==> src/rtl/reloj_alarma_nucleo.sv <==
// reloj_alarma_nucleo: timekeeping core of the alarm clock.
// Keeps current time (BCD HH:MM plus a binary seconds count) and alarm time
// (BCD HH:MM), handles the set-time / set-alarm buttons, and raises a
// registered alarm flag on a match that auto-clears after ALARMA_DUR ticks.
//
// Ports:
//   i_relojete   system clock, rising edge
//   i_reset      asynchronous active-high reset
//   i_tick_seg   one-cycle pulse per second
//   i_modo       00 run, 01 set time, 10 set alarm, 11 same as 00
//   i_btn_min    minute increment pulse for the selected register
//   i_btn_hora   hour increment pulse for the selected register
//   i_alarma_en  alarm enable level
//   i_apagar     alarm-off request
//   o_c0..o_c3   BCD digits: minute units, minute tens, hour units, hour tens
//   o_punto      colon blink, toggles on every counted tick
//   o_alarma     alarm/buzzer flag
module reloj_alarma_nucleo #(
  parameter int SEG_POR_MIN = 60,
  parameter int ALARMA_DUR  = 60
) (
  input  logic       i_relojete,
  input  logic       i_reset,
  input  logic       i_tick_seg,
  input  logic [1:0] i_modo,
  input  logic       i_btn_min,
  input  logic       i_btn_hora,
  input  logic       i_alarma_en,
  input  logic       i_apagar,
  output logic [3:0] o_c0,
  output logic [3:0] o_c1,
  output logic [3:0] o_c2,
  output logic [3:0] o_c3,
  output logic       o_punto,
  output logic       o_alarma
);

  localparam int SW = (SEG_POR_MIN > 1) ? $clog2(SEG_POR_MIN) : 1;
  localparam int DW = $clog2(ALARMA_DUR + 1);

  localparam logic [1:0] MODO_SET_HORA  = 2'b01;
  localparam logic [1:0] MODO_SET_ALARM = 2'b10;

  // {tens, units} BCD increment with wrap 59 -> 00
  function automatic logic [7:0] inc_min(input logic [7:0] v);
    logic [7:0] r;
    r = v;
    if (v[3:0] == 4'd9) begin
      r[3:0] = 4'd0;
      r[7:4] = (v[7:4] == 4'd5) ? 4'd0 : v[7:4] + 4'd1;
    end else begin
      r[3:0] = v[3:0] + 4'd1;
    end
    return r;
  endfunction

  // {tens, units} BCD increment with wrap 23 -> 00
  function automatic logic [7:0] inc_hora(input logic [7:0] v);
    logic [7:0] r;
    r = v;
    if (v == 8'h23) begin
      r = 8'h00;
    end else if (v[3:0] == 4'd9) begin
      r[3:0] = 4'd0;
      r[7:4] = v[7:4] + 4'd1;
    end else begin
      r[3:0] = v[3:0] + 4'd1;
    end
    return r;
  endfunction

  logic [SW-1:0] r_seg;
  logic [7:0]    r_min, r_hora, r_al_min, r_al_hora;
  logic          r_punto, r_alarma;
  logic [DW-1:0] r_dur;

  logic          w_cuenta, w_seg_wrap, w_min_wrap, w_disparo, w_fin_dur;
  logic [7:0]    w_min_sig, w_hora_sig;
  logic [DW-1:0] w_dur_sig;

  // Ticks are counted in every mode except set-time
  assign w_cuenta   = i_tick_seg && (i_modo != MODO_SET_HORA);
  assign w_seg_wrap = (r_seg == SW'(SEG_POR_MIN - 1));
  assign w_min_wrap = w_cuenta && w_seg_wrap;
  assign w_min_sig  = w_min_wrap ? inc_min(r_min) : r_min;
  assign w_hora_sig = (w_min_wrap && r_min == 8'h59) ? inc_hora(r_hora) : r_hora;

  // Match is checked against the HH:MM this edge produces, so the flag rises
  // together with the minute rollover into the alarm minute.
  assign w_disparo = w_min_wrap && i_alarma_en &&
                     ({w_hora_sig, w_min_sig} == {r_al_hora, r_al_min});
  assign w_dur_sig = r_dur + DW'(1);
  assign w_fin_dur = r_alarma && i_tick_seg && (w_dur_sig == DW'(ALARMA_DUR));

  always_ff @(posedge i_relojete or posedge i_reset) begin
    if (i_reset) begin
      r_seg   <= '0;
      r_min   <= 8'h00;
      r_hora  <= 8'h00;
      r_punto <= 1'b0;
    end else if (i_modo == MODO_SET_HORA) begin
      r_seg <= '0;
      if (i_btn_min)  r_min  <= inc_min(r_min);
      if (i_btn_hora) r_hora <= inc_hora(r_hora);
    end else if (w_cuenta) begin
      r_seg   <= w_seg_wrap ? '0 : r_seg + SW'(1);
      r_min   <= w_min_sig;
      r_hora  <= w_hora_sig;
      r_punto <= ~r_punto;
    end
  end

  always_ff @(posedge i_relojete or posedge i_reset) begin
    if (i_reset) begin
      r_al_min  <= 8'h00;
      r_al_hora <= 8'h00;
    end else if (i_modo == MODO_SET_ALARM) begin
      if (i_btn_min)  r_al_min  <= inc_min(r_al_min);
      if (i_btn_hora) r_al_hora <= inc_hora(r_al_hora);
    end
  end

  // Off request beats duration timeout, which beats a new trigger
  always_ff @(posedge i_relojete or posedge i_reset) begin
    if (i_reset) begin
      r_alarma <= 1'b0;
      r_dur    <= '0;
    end else if (i_apagar || !i_alarma_en) begin
      r_alarma <= 1'b0;
    end else if (w_fin_dur) begin
      r_alarma <= 1'b0;
      r_dur    <= w_dur_sig;
    end else if (w_disparo) begin
      r_alarma <= 1'b1;
      r_dur    <= '0;
    end else if (r_alarma && i_tick_seg) begin
      r_dur <= w_dur_sig;
    end
  end

  logic w_ver_alarma;
  assign w_ver_alarma = (i_modo == MODO_SET_ALARM);

  assign o_c0     = w_ver_alarma ? r_al_min[3:0]  : r_min[3:0];
  assign o_c1     = w_ver_alarma ? r_al_min[7:4]  : r_min[7:4];
  assign o_c2     = w_ver_alarma ? r_al_hora[3:0] : r_hora[3:0];
  assign o_c3     = w_ver_alarma ? r_al_hora[7:4] : r_hora[7:4];
  assign o_punto  = r_punto;
  assign o_alarma = r_alarma;

endmodule

==> config.mk <==
export PLATFORM = sky130hd
export DESIGN_NAME = reloj_alarma_nucleo
export DESIGN_NICKNAME = d
export VERILOG_FILES = /design/src/rtl/reloj_alarma_nucleo.sv
export SDC_FILE = /design/constraint.sdc
export NUM_CORES = 1
export LEC_CHECK = 0
export BUFFER_PORTS_ARGS = -buffer_cell sky130_fd_sc_hd__buf_2
export CORE_MARGIN = 3
export CORE_UTILIZATION = 60
export DETAILED_ROUTE_END_ITERATION = 10
export PLACE_DENSITY_LB_ADDON = 0.25
export SLEW_MARGIN = 10
export SYNTH_ARGS = -nofsm -noshare
export SYNTH_HDL_FRONTEND = slang
export SYNTH_SLANG_ARGS = --single-unit
==> constraint.sdc <==
create_clock -name i_relojete -period 3.6 [get_ports i_relojete]
set_clock_uncertainty 0.05 [all_clocks]
set_input_delay 0 -clock i_relojete [delete_from_list [all_inputs] [get_ports i_relojete]]
set_output_delay 0 -clock i_relojete [all_outputs]
set_load 0.005 [all_outputs]
==> results.json <==
{
  "start_util_pct": 63.7,
  "fillers": 409,
  "drive_gt1_share_pct": 20.2,
  "grt_pass1_vias": 2778,
  "hold_violations": 0,
  "placed_cells": 465,
  "timing.rr.start": "r_min[1]",
  "synth.distinct_cells": 61,
  "htreeDepth": 2,
  "setup_violations": 0,
  "met2_usage_pct": 43.0,
  "syn-cell-area_sq_um": 3340,
  "syn_avg_cell_area_sq_um": 8.83,
  "drt_first_pass_iters": 5,
  "place_congestion": 0.891,
  "drv_cap": 0,
  "cp.arrival_ns": 3.66,
  "mostFrequentLayoutCells": "46 x dfrtp_1, 37 x nand2_1, 31 x o21ai_0",
  "cts-root-buf": "clkbuf_8",
  "top_usage_layer": "met2",
  "layoutNonFillerInstCount": 480,
  "yosysWarningCount": 0,
  "ant_nets": 0,
  "r2r_slack_ns": 0.09,
  "cts_buffers": 5,
  "rows": 26,
  "cts_tree": "built",
  "drt_iter0_markers": 350,
  "antenna_found_initial": 0,
  "setup.worst_path.end": "r_dur[2]",
  "num_vias": 3009,
  "hold_slack_ns": 0.0184,
  "peakVddDrop_v": 0.000376,
  "final_common_cell": "dfrtp_1",
  "grt_first_pass_wirelength_mm": 13.4,
  "n_antenna_cell": 0,
  "r2r_cells": 13,
  "post-route-util_pct": 71.1,
  "crit_fanout": 8,
  "use_met3_pct": 4.04,
  "clk_latency_ns": 0.30,
  "setup.worst_path.class": "reg2reg",
  "worst_ep_required_time_ns": 3.75,
  "powerDensity_nw_per_um2": 575,
  "min_period_over_period_pct": 97.4,
  "synth_nets": 401,
  "track_usage_pct": 26.5,
  "die_h_um": 80.6,
  "core_area_sq_um": 5240,
  "dpl.hpwl_mm": 5.54,
  "pre_cts_ws_ns": -0.0138,
  "min_period_ns": 3.51,
  "max_freq_mhz": 285,
  "grt_max_degree": 47,
  "port-buffer-count": 26,
  "cts.sinks": 46,
  "die_area_sq_um": 6490,
  "die_x_um": 80.6,
  "ctsLongestPathBuffers": 2,
  "multi_input_area_sq_um": 2060,
  "leakage_nw": 1.71,
  "timing.rr.end": "r_dur[2]",
  "ioPinCount": 27,
  "max-slew-margin-rel_pct": 33.3,
  "ys_async_sr_fraction_pct": 100,
  "synth_edf_count": 0,
  "nNetsFinal": 432,
  "fin_ws_ns": 0.0920,
  "wirelength_mm": 7.99,
  "post_drt_wl_per_cell_um": 16.7,
  "drc": 0,
  "grt.overflow.total": 0,
  "synth-seq-cells": 46,
  "seqCellArea_sq_um": 1150,
  "drv_slew": 0,
  "synth_cells": 378,
  "tightest_slew_ns": 1.00,
  "via_per_inst": 6.27,
  "area_growth_pct": 11.6,
  "crit_start": "r_min[1]",
  "path_clk_slew_ns": 0.09,
  "met1_usage_pct": 36.4,
  "outcome": "complete, no violations",
  "crit_path_end_kind": "flop",
  "ys.flop_type": "dfrtp_1",
  "holdCritPathClass": "in2reg",
  "setup_tns_ns": 0,
  "synth-seq-area-share_pct": 34.5,
  "critPathLaunchType": "flop"
}
[sequential cells by signal, summed over array words and instances (netlist names)]
name,flops
o_alarma,1
o_punto,1
r_al_hora,8
r_al_min,8
r_dur,6
r_hora,8
r_min,8
r_seg,6
[synth_stat cells, types with 2 or more instances]
| master | instances | area share, % |
|---|---|---|
| clkbuf_1 | 13 | 1.5 |
| nand3b_1 | 2 | 0.45 |
| nand4_1 | 4 | 0.75 |
| ha_1 | 14 | 5.2 |
| o31ai_1 | 7 | 1.6 |
| nand3_1 | 15 | 2.2 |
| mux2_2 | 15 | 5.1 |
| nand2_1 | 37 | 4.2 |
| and3b_1 | 3 | 0.79 |
| a31o_2 | 2 | 0.52 |
| o22ai_1 | 3 | 0.56 |
| and3_1 | 6 | 1.1 |
| a221oi_1 | 3 | 0.79 |
| dfrtp_1 | 46 | 34 |
| o211ai_1 | 2 | 0.45 |
| nor4_4 | 2 | 1.3 |
| and4b_1 | 2 | 0.60 |
| or3_1 | 4 | 0.75 |
| nor3_1 | 10 | 1.5 |
| nor3b_1 | 2 | 0.45 |
| o21ai_0 | 32 | 4.8 |
| mux2i_1 | 6 | 1.8 |
| o221ai_1 | 3 | 0.79 |
| nor2_1 | 24 | 2.7 |
| inv_1 | 17 | 1.9 |
| a21o_1 | 4 | 0.90 |
| or2_2 | 2 | 0.37 |
| nand2b_1 | 2 | 0.37 |
| a22o_1 | 3 | 0.79 |
| buf_2 | 2 | 0.30 |
| buf_6 | 2 | 0.67 |
| a31oi_1 | 6 | 1.1 |
| and2_1 | 4 | 0.75 |
| a21oi_1 | 23 | 3.4 |
| xnor2_1 | 14 | 3.7 |
| o21bai_1 | 2 | 0.45 |
| nor4_1 | 3 | 0.56 |
| nor2b_1 | 7 | 1.3 |
| xor2_1 | 6 | 1.6 |
| or4_4 | 2 | 0.67 |
| a211oi_1 | 2 | 0.45 |
[worst min path at each step]
stage,startpoint,to,slack [ns],depth (start not counted)
after floorplan,i_btn_hora,r_al_hora[2],0.09,1
after global placement,i_reset,o_punto,0.24,2
after detailed placement,i_reset,o_punto,0.24,2
after CTS,i_tick_seg,r_seg[3],0.02,3
after global routing,i_tick_seg,r_seg[3],0.03,3
final,i_apagar,r_dur[2],0.02,4
[power breakdown]
group	total [mW]	switching [mW]	internal, mW	leakage, nW
Sequential	0.892	0.243	0.649	0.580
Clock	0.334	0.179	0.155	0.0482
Combinational	0.916	0.473	0.443	1.08
Total	2.14	0.895	1.25	1.71
[routing by layer]
layer  vias to the layer above  share of wire [%]  routed length (um)
met1                      1439                 45                3580
li1                       1442                  -                   -
met5                         -                  0                   0
met2                       120                 48                3860
met3                         8                5.7                 458
met4                         0                1.2                  96
[timing repair]
action	CTS	global route
endpoints found under the hold margin	48	0
resized for setup	1	7
setup buffers	0	4
endpoints found under the setup margin	2	5
pin swaps	0	3
hold buffers	3	0
[metrics by stage]
step / cell area (sq um) / total power [mW]
global placement: 3540 / 1.75
CTS: 3660 / 2.11
finish: 3720 / 2.14
global route: 3720 / 2.31
detailed placement: 3540 / 1.78
floorplan: 3340 / 1.49
[critical path: stages (launching register included)]
cell and delay, ns:
dfrtp_1 0.42, inv_1 0.14, ha_4 0.17, nand3b_2 0.10, or4_4 0.62, nor4_2 0.28, a21oi_1 0.09, xnor2_1 0.14
or4_4 0.53, nor4_4 0.30, buf_6 0.16, buf_4 0.13, o21ai_0 0.08, a21o_1 0.19
[final cells by class]
type                            instances  share of cell area [%]
Sequential cell                        46                    30.9
Multi-Input combinational cell        296                    55.4
Tap cell                               70                    2.35
Timing Repair Buffer                   43                    7.22
Inverter                               17                    1.71
Clock buffer                            7                    2.32
Clock inverter                          1                   0.134
[kinds of logic after synthesis]
group                    synth area share, %
AND/OR/NAND/NOR                         24.6
flip-flops                              34.5
AO/OA/AOI/OAI                           18.9
buffers and inverters                   4.69
XOR/XNOR                                5.25
adder cells (fa/ha/maj)                 5.25
multiplexers                            6.86
(Power assumes the default switching activity.)
